## src/rtl/riscv_pkg.sv

```systemverilog
// riscv_pkg: shared RV32IM encodings for decode, execute and writeback
package riscv_pkg;
   localparam int XLEN = 32;
   typedef enum logic [3:0] {
      ALU_ADD    = 4'd0,
      ALU_SUB    = 4'd1,
      ALU_SLL    = 4'd2,
      ALU_SLT    = 4'd3,
      ALU_SLTU   = 4'd4,
      ALU_XOR    = 4'd5,
      ALU_SRL    = 4'd6,
      ALU_SRA    = 4'd7,
      ALU_OR     = 4'd8,
      ALU_AND    = 4'd9,
      ALU_PASSB  = 4'd10,
      ALU_MUL    = 4'd11,
      ALU_MULH   = 4'd12,
      ALU_MULHSU = 4'd13,
      ALU_MULHU  = 4'd14,
      ALU_NOP    = 4'd15
   } alu_sel_e;
   typedef enum logic [2:0] {
      BR_EQ  = 3'b000,
      BR_NE  = 3'b001,
      BR_LT  = 3'b100,
      BR_GE  = 3'b101,
      BR_LTU = 3'b110,
      BR_GEU = 3'b111
   } br_type_e;
   typedef enum logic [1:0] {
      WB_MEM = 2'd0,
      WB_ALU = 2'd1,
      WB_PC4 = 2'd2
   } wb_sel_e;
   typedef enum logic [1:0] {
      MUL_IDLE = 2'd0,
      MUL_BUSY = 2'd1,
      MUL_DONE = 2'd2
   } mul_state_e;
endpackage

```

## src/rtl/mul_iter.sv

```systemverilog
// mul_iter: 32-step shift-add multiplier on magnitudes with sign fix-up in DONE
module mul_iter
   import riscv_pkg::*;
(
   input  logic            clk,
   input  logic            rst,
   input  logic            start,
   input  logic            flush,
   input  logic [3:0]      op,
   input  logic [XLEN-1:0] a,
   input  logic [XLEN-1:0] b,
   output logic            busy,
   output logic            done,
   output logic [XLEN-1:0] result
);
   mul_state_e state, state_nx;
   logic [4:0] cnt;
   logic [2*XLEN-1:0] prod, fixed;
   logic [XLEN-1:0] mag_a;
   logic [XLEN:0] sum;
   logic neg, hi, sa, sb;

   // sign flags, one shift-add step and the signed result selection
   always_comb begin
      sa = a[XLEN-1] & (op != ALU_MULHU);
      sb = b[XLEN-1] & (op == ALU_MUL || op == ALU_MULH);
      sum = {1'b0, prod[2*XLEN-1:XLEN]} + {1'b0, prod[0] ? mag_a : '0};
      fixed = neg ? -prod : prod;
      result = hi ? fixed[2*XLEN-1:XLEN] : fixed[XLEN-1:0];
      busy = state == MUL_BUSY;
      done = state == MUL_DONE;
   end

   // next state: flush always returns to IDLE
   always_comb begin
      state_nx = flush ? MUL_IDLE :
                 (state == MUL_IDLE && start) ? MUL_BUSY :
                 (state == MUL_BUSY && cnt == 5'd0) ? MUL_DONE :
                 (state == MUL_DONE) ? MUL_IDLE : state;
   end

   // state register
   always_ff @(posedge clk or posedge rst) begin
      if (rst) state <= MUL_IDLE;
      else state <= state_nx;
   end

   // operand latch on accept, then one product step per BUSY cycle
   always_ff @(posedge clk or posedge rst) begin
      if (rst) begin
         cnt <= '0;
         prod <= '0;
         mag_a <= '0;
         neg <= 1'b0;
         hi <= 1'b0;
      end else if (state == MUL_IDLE && start && !flush) begin
         cnt <= 5'd31;
         mag_a <= sa ? -a : a;
         prod <= {{XLEN{1'b0}}, sb ? -b : b};
         neg <= sa ^ sb;
         hi <= op != ALU_MUL;
      end else if (state == MUL_BUSY) begin
         cnt <= cnt - 5'd1;
         prod <= {sum, prod[XLEN-1:1]};
      end
   end
endmodule

```

## src/rtl/ex_stage.sv

```systemverilog
// ex_stage: forwarding, ALU, branch resolution, multiplier and EX/MEM register
module ex_stage
   import riscv_pkg::*;
(
   input  logic            clk,
   input  logic            rst,
   input  logic            ex_we,
   input  logic [XLEN-1:0] ex_pc,
   input  logic [XLEN-1:0] ex_DataA,
   input  logic [XLEN-1:0] ex_DataB,
   input  logic [XLEN-1:0] ex_imm,
   input  logic [4:0]      ex_rs1,
   input  logic [4:0]      ex_rs2,
   input  logic [4:0]      ex_rd,
   input  logic            ex_ASel,
   input  logic            ex_BSel,
   input  logic [3:0]      ex_ALUSel,
   input  logic [2:0]      ex_BrType,
   input  logic            ex_Branch,
   input  logic            ex_Jump,
   input  logic            ex_BrUn,
   input  logic            ex_MemRW,
   input  logic            ex_RegWEn,
   input  logic [1:0]      ex_WBSel,
   input  logic            ex_flush,
   input  logic [4:0]      mem_fwd_rd,
   input  logic [4:0]      wb_fwd_rd,
   input  logic            mem_fwd_en,
   input  logic            wb_fwd_en,
   input  logic [XLEN-1:0] mem_fwd_data,
   input  logic [XLEN-1:0] wb_fwd_data,
   output logic            ex_stall,
   output logic            ex_PCSel,
   output logic [XLEN-1:0] ex_target,
   output logic            mem_we,
   output logic            mem_RegWEn,
   output logic            mem_MemRW,
   output logic [1:0]      mem_WBSel,
   output logic [4:0]      mem_rd,
   output logic [XLEN-1:0] mem_alu,
   output logic [XLEN-1:0] mem_DataB,
   output logic [XLEN-1:0] mem_pc4
);
   logic [XLEN-1:0] fwd_a, fwd_b, op_a, op_b, alu, mul_res;
   logic is_mul, mul_start, mul_busy, mul_done, br_eq, br_lt, taken, fire;

   // operand forwarding, MEM over WB, x0 never forwarded
   always_comb begin
      fwd_a = (mem_fwd_en && mem_fwd_rd != 5'd0 && mem_fwd_rd == ex_rs1) ? mem_fwd_data :
              (wb_fwd_en && wb_fwd_rd != 5'd0 && wb_fwd_rd == ex_rs1) ? wb_fwd_data : ex_DataA;
      fwd_b = (mem_fwd_en && mem_fwd_rd != 5'd0 && mem_fwd_rd == ex_rs2) ? mem_fwd_data :
              (wb_fwd_en && wb_fwd_rd != 5'd0 && wb_fwd_rd == ex_rs2) ? wb_fwd_data : ex_DataB;
      op_a = ex_ASel ? ex_pc : fwd_a;
      op_b = ex_BSel ? ex_imm : fwd_b;
   end

   // single-cycle ALU; multiply codes return the multiplier result
   always_comb begin
      case (ex_ALUSel)
         ALU_ADD:   alu = op_a + op_b;
         ALU_SUB:   alu = op_a - op_b;
         ALU_SLL:   alu = op_a << op_b[4:0];
         ALU_SLT:   alu = {{(XLEN-1){1'b0}}, $signed(op_a) < $signed(op_b)};
         ALU_SLTU:  alu = {{(XLEN-1){1'b0}}, op_a < op_b};
         ALU_XOR:   alu = op_a ^ op_b;
         ALU_SRL:   alu = op_a >> op_b[4:0];
         ALU_SRA:   alu = $unsigned($signed(op_a) >>> op_b[4:0]);
         ALU_OR:    alu = op_a | op_b;
         ALU_AND:   alu = op_a & op_b;
         ALU_PASSB: alu = op_b;
         ALU_MUL, ALU_MULH, ALU_MULHSU, ALU_MULHU: alu = mul_res;
         default:   alu = '0;
      endcase
   end

   // branch compare, stall and redirect
   always_comb begin
      br_eq = fwd_a == fwd_b;
      br_lt = ex_BrUn ? fwd_a < fwd_b : $signed(fwd_a) < $signed(fwd_b);
      case (ex_BrType)
         BR_EQ:          taken = br_eq;
         BR_NE:          taken = !br_eq;
         BR_LT, BR_LTU:  taken = br_lt;
         BR_GE, BR_GEU:  taken = !br_lt;
         default:        taken = 1'b0;
      endcase
      is_mul = ex_ALUSel inside {ALU_MUL, ALU_MULH, ALU_MULHSU, ALU_MULHU};
      mul_start = ex_we & is_mul & !mul_busy & !mul_done;
      ex_stall = !ex_flush & (mul_start | (ex_we & is_mul & mul_busy));
      fire = ex_we & !ex_flush & !ex_stall;
      ex_PCSel = fire & (ex_Jump | (ex_Branch & taken));
      ex_target = {alu[XLEN-1:1], 1'b0};
   end

   mul_iter u_mul (
      .clk    (clk),
      .rst    (rst),
      .start  (mul_start),
      .flush  (ex_flush),
      .op     (ex_ALUSel),
      .a      (op_a),
      .b      (op_b),
      .busy   (mul_busy),
      .done   (mul_done),
      .result (mul_res)
   );

   // EX/MEM register: capture on fire, otherwise bubble with data held
   always_ff @(posedge clk or posedge rst) begin
      if (rst) begin
         mem_we <= 1'b0;
         mem_RegWEn <= 1'b0;
         mem_MemRW <= 1'b0;
         mem_WBSel <= '0;
         mem_rd <= '0;
         mem_alu <= '0;
         mem_DataB <= '0;
         mem_pc4 <= '0;
      end else if (fire) begin
         mem_we <= 1'b1;
         mem_RegWEn <= ex_RegWEn;
         mem_MemRW <= ex_MemRW;
         mem_WBSel <= ex_WBSel;
         mem_rd <= ex_rd;
         mem_alu <= alu;
         mem_DataB <= fwd_b;
         mem_pc4 <= ex_pc + 32'd4;
      end else begin
         mem_we <= 1'b0;
         mem_RegWEn <= 1'b0;
         mem_MemRW <= 1'b0;
      end
   end
endmodule

```

## config.mk

```make
export PLATFORM = sky130hd
export DESIGN_NAME = ex_stage
export DESIGN_NICKNAME = d
export VERILOG_FILES = /design/src/rtl/riscv_pkg.sv /design/src/rtl/mul_iter.sv /design/src/rtl/ex_stage.sv
export SDC_FILE = /design/constraint.sdc
export NUM_CORES = 2
export LEC_CHECK = 0
export CELL_PAD_IN_SITES_DETAIL_PLACEMENT = 0
export CELL_PAD_IN_SITES_GLOBAL_PLACEMENT = 2
export CORE_MARGIN = 2
export CORE_UTILIZATION = 29
export CTS_CLUSTER_DIAMETER = 60
export DETAILED_ROUTE_END_ITERATION = 16
export GPL_TIMING_DRIVEN = 0
export PLACE_DENSITY = 0.78
export SLEW_MARGIN = 15
export SYNTH_ARGS = -nofsm -noshare
export SYNTH_HDL_FRONTEND = slang
export SYNTH_SLANG_ARGS = --single-unit
```

## constraint.sdc

```tcl
create_clock -name clk -period 7.3 [get_ports clk]
set_clock_uncertainty 0.2 [all_clocks]
set_input_delay 1.095 -clock clk [delete_from_list [all_inputs] [get_ports clk]]
set_output_delay 1.095 -clock clk [all_outputs]
set_load 0.01 [all_outputs]
```

==> flow_metrics.py <==
metrics = {
    "outcome": {
        "status": "finished with violations",
        "violations": "negative setup slack",
    },
    "layout": {
        "multi_input_area_mm2": 0.0209,
        "fill_cells": 9159,
        "drive_gt1_share_pct": 21.0,
        "seq_area_mm2": 0.00528,
        "layout_commonest_cell": "nand2_1",
        "final_nets": 4437,
        "layout_common_cells": "nand2_1, clkdlybuf4s50_1, o21ai_0",
        "synthToLayoutAreaGrowth_pct": 43.1,
        "postLayoutCellArea_mm2": 0.0370,
    },
    "floorplanning": {
        "dieArea_mm2": 0.0916,
        "die_h_um": 303,
        "fp.dieW_um": 303,
        "start_util_pct": 29.3,
        "core_area_mm2": 0.0884,
        "pin_count": 379,
        "num_rows": 109,
    },
    "placement": {
        "hpwl_mm": 133,
        "pre_cts_ws_ns": -4.01,
        "place_area_mm2": 0.0312,
        "place.gp.congestion": 1.02,
        "numPortBuffers": 375,
    },
    "sta": {
        "worst_pin_slew_ns": 1.29,
        "rsz0062_at_grt": "true",
        "final_max_slew_viol_count": 0,
        "worst_slack_ns": -0.162,
        "final.period_utilization_pct": 102,
        "setup_viol": 10,
        "fmax_mhz": 134,
        "fin_crit_ns": 7.46,
        "hold_viol": 0,
        "max_slew_margin_pct": 13.1,
        "whs_ns": 0.272,
    },
    "min_path": {
        "hold_path_class": "reg -> reg",
    },
    "critical_path": {
        "path_class": "in -> out",
        "crit_family": "compound AO/OA/AOI/OAI gates",
        "critPathMostFrequentCell": "buf_12",
        "arrival_ns": 6.17,
        "critical_path_buf_inv_count": 7,
        "path_max_fanout": 8,
        "end_kind": "primary output",
        "slowest_delay_ns": 0.56,
        "cpMaxStageDelayCell": "or4_4",
        "required_ns": 6.00,
        "startpoint_type": "input port",
    },
    "synth": {
        "synth-edff-count": 0,
        "synth.distinct_cells": 113,
        "synth_top_area_share_pct": 20.4,
        "async_reset_ff_share_pct": 100,
        "synth_xor_area_share_pct": 7.76,
        "synth_seq_cells": 211,
        "muxShareOfSynthArea_pct": 9.23,
        "yosysWarnings": 0,
        "synth_area_leaders": "dfrtp_1, o21ai_0, nand2_1",
        "synth-compound-area-share_pct": 28.4,
        "seq_area_frac_synth_pct": 20.4,
        "synth.avg_cell_area_um2": 7.47,
        "synth_top_family_by_area": "compound AO/OA/AOI/OAI gates",
        "yosysTopAreaCell": "dfrtp_1",
        "yosys.area_share.simple_pct": 21.4,
        "synth_nets": 3817,
        "syn_area_mm2": 0.0259,
        "synthFlopType": "dfrtp_1",
        "syn_inst": 3463,
        "synth-adder-area-share_pct": 6.04,
    },
    "clock_network": {
        "cts_max_level": 2,
        "holdBufCountCts": 0,
        "clkTransAtPathRegs_ns": 0.05,
        "cts_tree": "built",
        "cts_max_path_buffers": 3,
        "cts_buffers": 43,
        "clock-sinks": 211,
        "root_buffer": "clkbuf_16",
        "clkLatencyLatePin_ns": 0.60,
    },
    "route": {
        "remaining_drc_errors": 0,
        "wl_mm": 169,
        "wl_met3_mm": 14.3,
        "wl_met1_mm": 66.0,
        "wl_per_cell_um": 32.1,
        "viasPerCell": 6.00,
        "drt_pass1_iterations": 7,
        "highest_layer": "met5",
        "drtAntennaViolNets": 0,
        "drtIter0Drc": 3335,
        "vias": 31700,
        "route.met2.wl_mm": 77.2,
    },
    "power": {
        "peakVddDrop_mv": 0.206,
        "power_density_mw_per_mm2": 242,
        "leakage_nw": 14.9,
        "power_mw": 8.97,
    },
    "flow_run": {
        "max-cap-violations": 0,
    },
    "global_routing": {
        "grt.total_usage_pct": 36.0,
        "overflow": 0,
        "grt_max_degree": 91,
        "grt_pass1_vias": 31100,
        "antenna_found_initial": 7,
        "grt_first_pass_wirelength_mm": 235,
    },
}
==> metrics by stage <==
step,cells,TNS (ns),utilization [%]
floorplan,3463,0,-
global placement,5003,-965.23,35.2
detailed placement,5010,-163.98,35.3
CTS,5213,-0.319,40.6
global route,5278,-1.14,41.9
finish,5280,-0.605,41.9
==> cells by family (layout without fill, tap and decap cells) <==
group           count (synthesis)  in the layout
simple gates                 1175           1175
compound gates               1119           1120
buf+inv                       387           1036
xor+xnor                      229            229
mux                           216            216
flops                         211            211
fa+ha+maj                     125            125
other cells                     1              3
==> flip-flops by register name, summed over array words and instances (netlist names), 2 cells and up <==
name         cells
u_mul.cnt        5
mem_rd           5
mem_DataB       32
u_mul.state      2
mem_WBSel        2
u_mul.mag_a     32
mem_pc4         32
u_mul.prod      64
mem_alu         32
==> timing repair <==
item | 4_1_cts | 5_1_grt
resized for setup | 625 | 170
setup endpoints to repair | 64 | 31
pin swaps | 110 | 105
buffers inserted | 141 | 75
cloned | 3 | 2
==> power breakdown <==
part / total, mW / switching, mW / internal, mW
Sequential: 1.91 / 0.406 / 1.51
Clock: 2.15 / 0.763 / 1.39
Combinational: 4.90 / 2.94 / 1.96
Total: 8.97 / 4.11 / 4.86
==> worst paths after layout <==
path,startpoint,endpoint,slack (ns),depth (start not counted)
worst min register to register,u_mul.mag_a[12],u_mul.mag_a[12],0.27,2
worst min-delay path,u_mul.mag_a[12],u_mul.mag_a[12],0.27,2
worst max register to register,u_mul.prod[0],u_mul.prod[63],1.50,20
max in group asynchronous,rst,mem_DataB[24],5.30,3
worst max-delay path,mem_fwd_rd[3],ex_target[31],-0.16,25
min in group asynchronous,rst,u_mul.cnt[0],0.70,2
==> layer usage <==
metal	global-route usage [%]	vias to the layer above
met5	0	-
met4	21.0	2
met3	7.83	452
met2	58.7	1703
met1	43.5	15600
li1	-	14000
==> synth_stat cells (21+ instances only) <==
| cell | number |
|---|---|
| o31ai_1 | 30 |
| o211ai_1 | 28 |
| buf_2 | 42 |
| nand4_1 | 26 |
| buf_4 | 45 |
| nand3_1 | 115 |
| or3_1 | 21 |
| a21o_1 | 35 |
| mux2_2 | 35 |
| mux2i_1 | 156 |
| and2_1 | 56 |
| nor2_1 | 216 |
| o221ai_1 | 22 |
| a31oi_1 | 80 |
| xor2_1 | 77 |
| clkbuf_1 | 149 |
| a21oi_1 | 193 |
| ha_1 | 112 |
| and3_1 | 24 |
| xnor2_1 | 152 |
| a22oi_1 | 44 |
| a211oi_1 | 31 |
| nand2_1 | 453 |
| inv_1 | 103 |
| a221oi_1 | 23 |
| o21ai_0 | 348 |
| o22ai_1 | 32 |
| nor3_1 | 120 |
| nor2b_1 | 31 |
| nand2b_1 | 27 |
| dfrtp_1 | 211 |
==> worst min-delay path: stages, from the launching register on <==
cell     delay, ns
dfrtp_1       0.33
nand2_1       0.04
o21ai_0       0.06
==> area by class of cell <==
type / instances / area share, %
Antenna cell: 2 / 0.0135
Buffer: 239 / 4.52
Clock buffer: 47 / 3.00
Clock inverter: 28 / 1.08
Inverter: 123 / 1.43
Multi-Input combinational cell: 2866 / 56.6
Sequential cell: 211 / 14.3
Tap cell: 1165 / 3.94
Timing Repair Buffer: 599 / 15.2
Note: power is estimated with default switching activity, not from simulation.
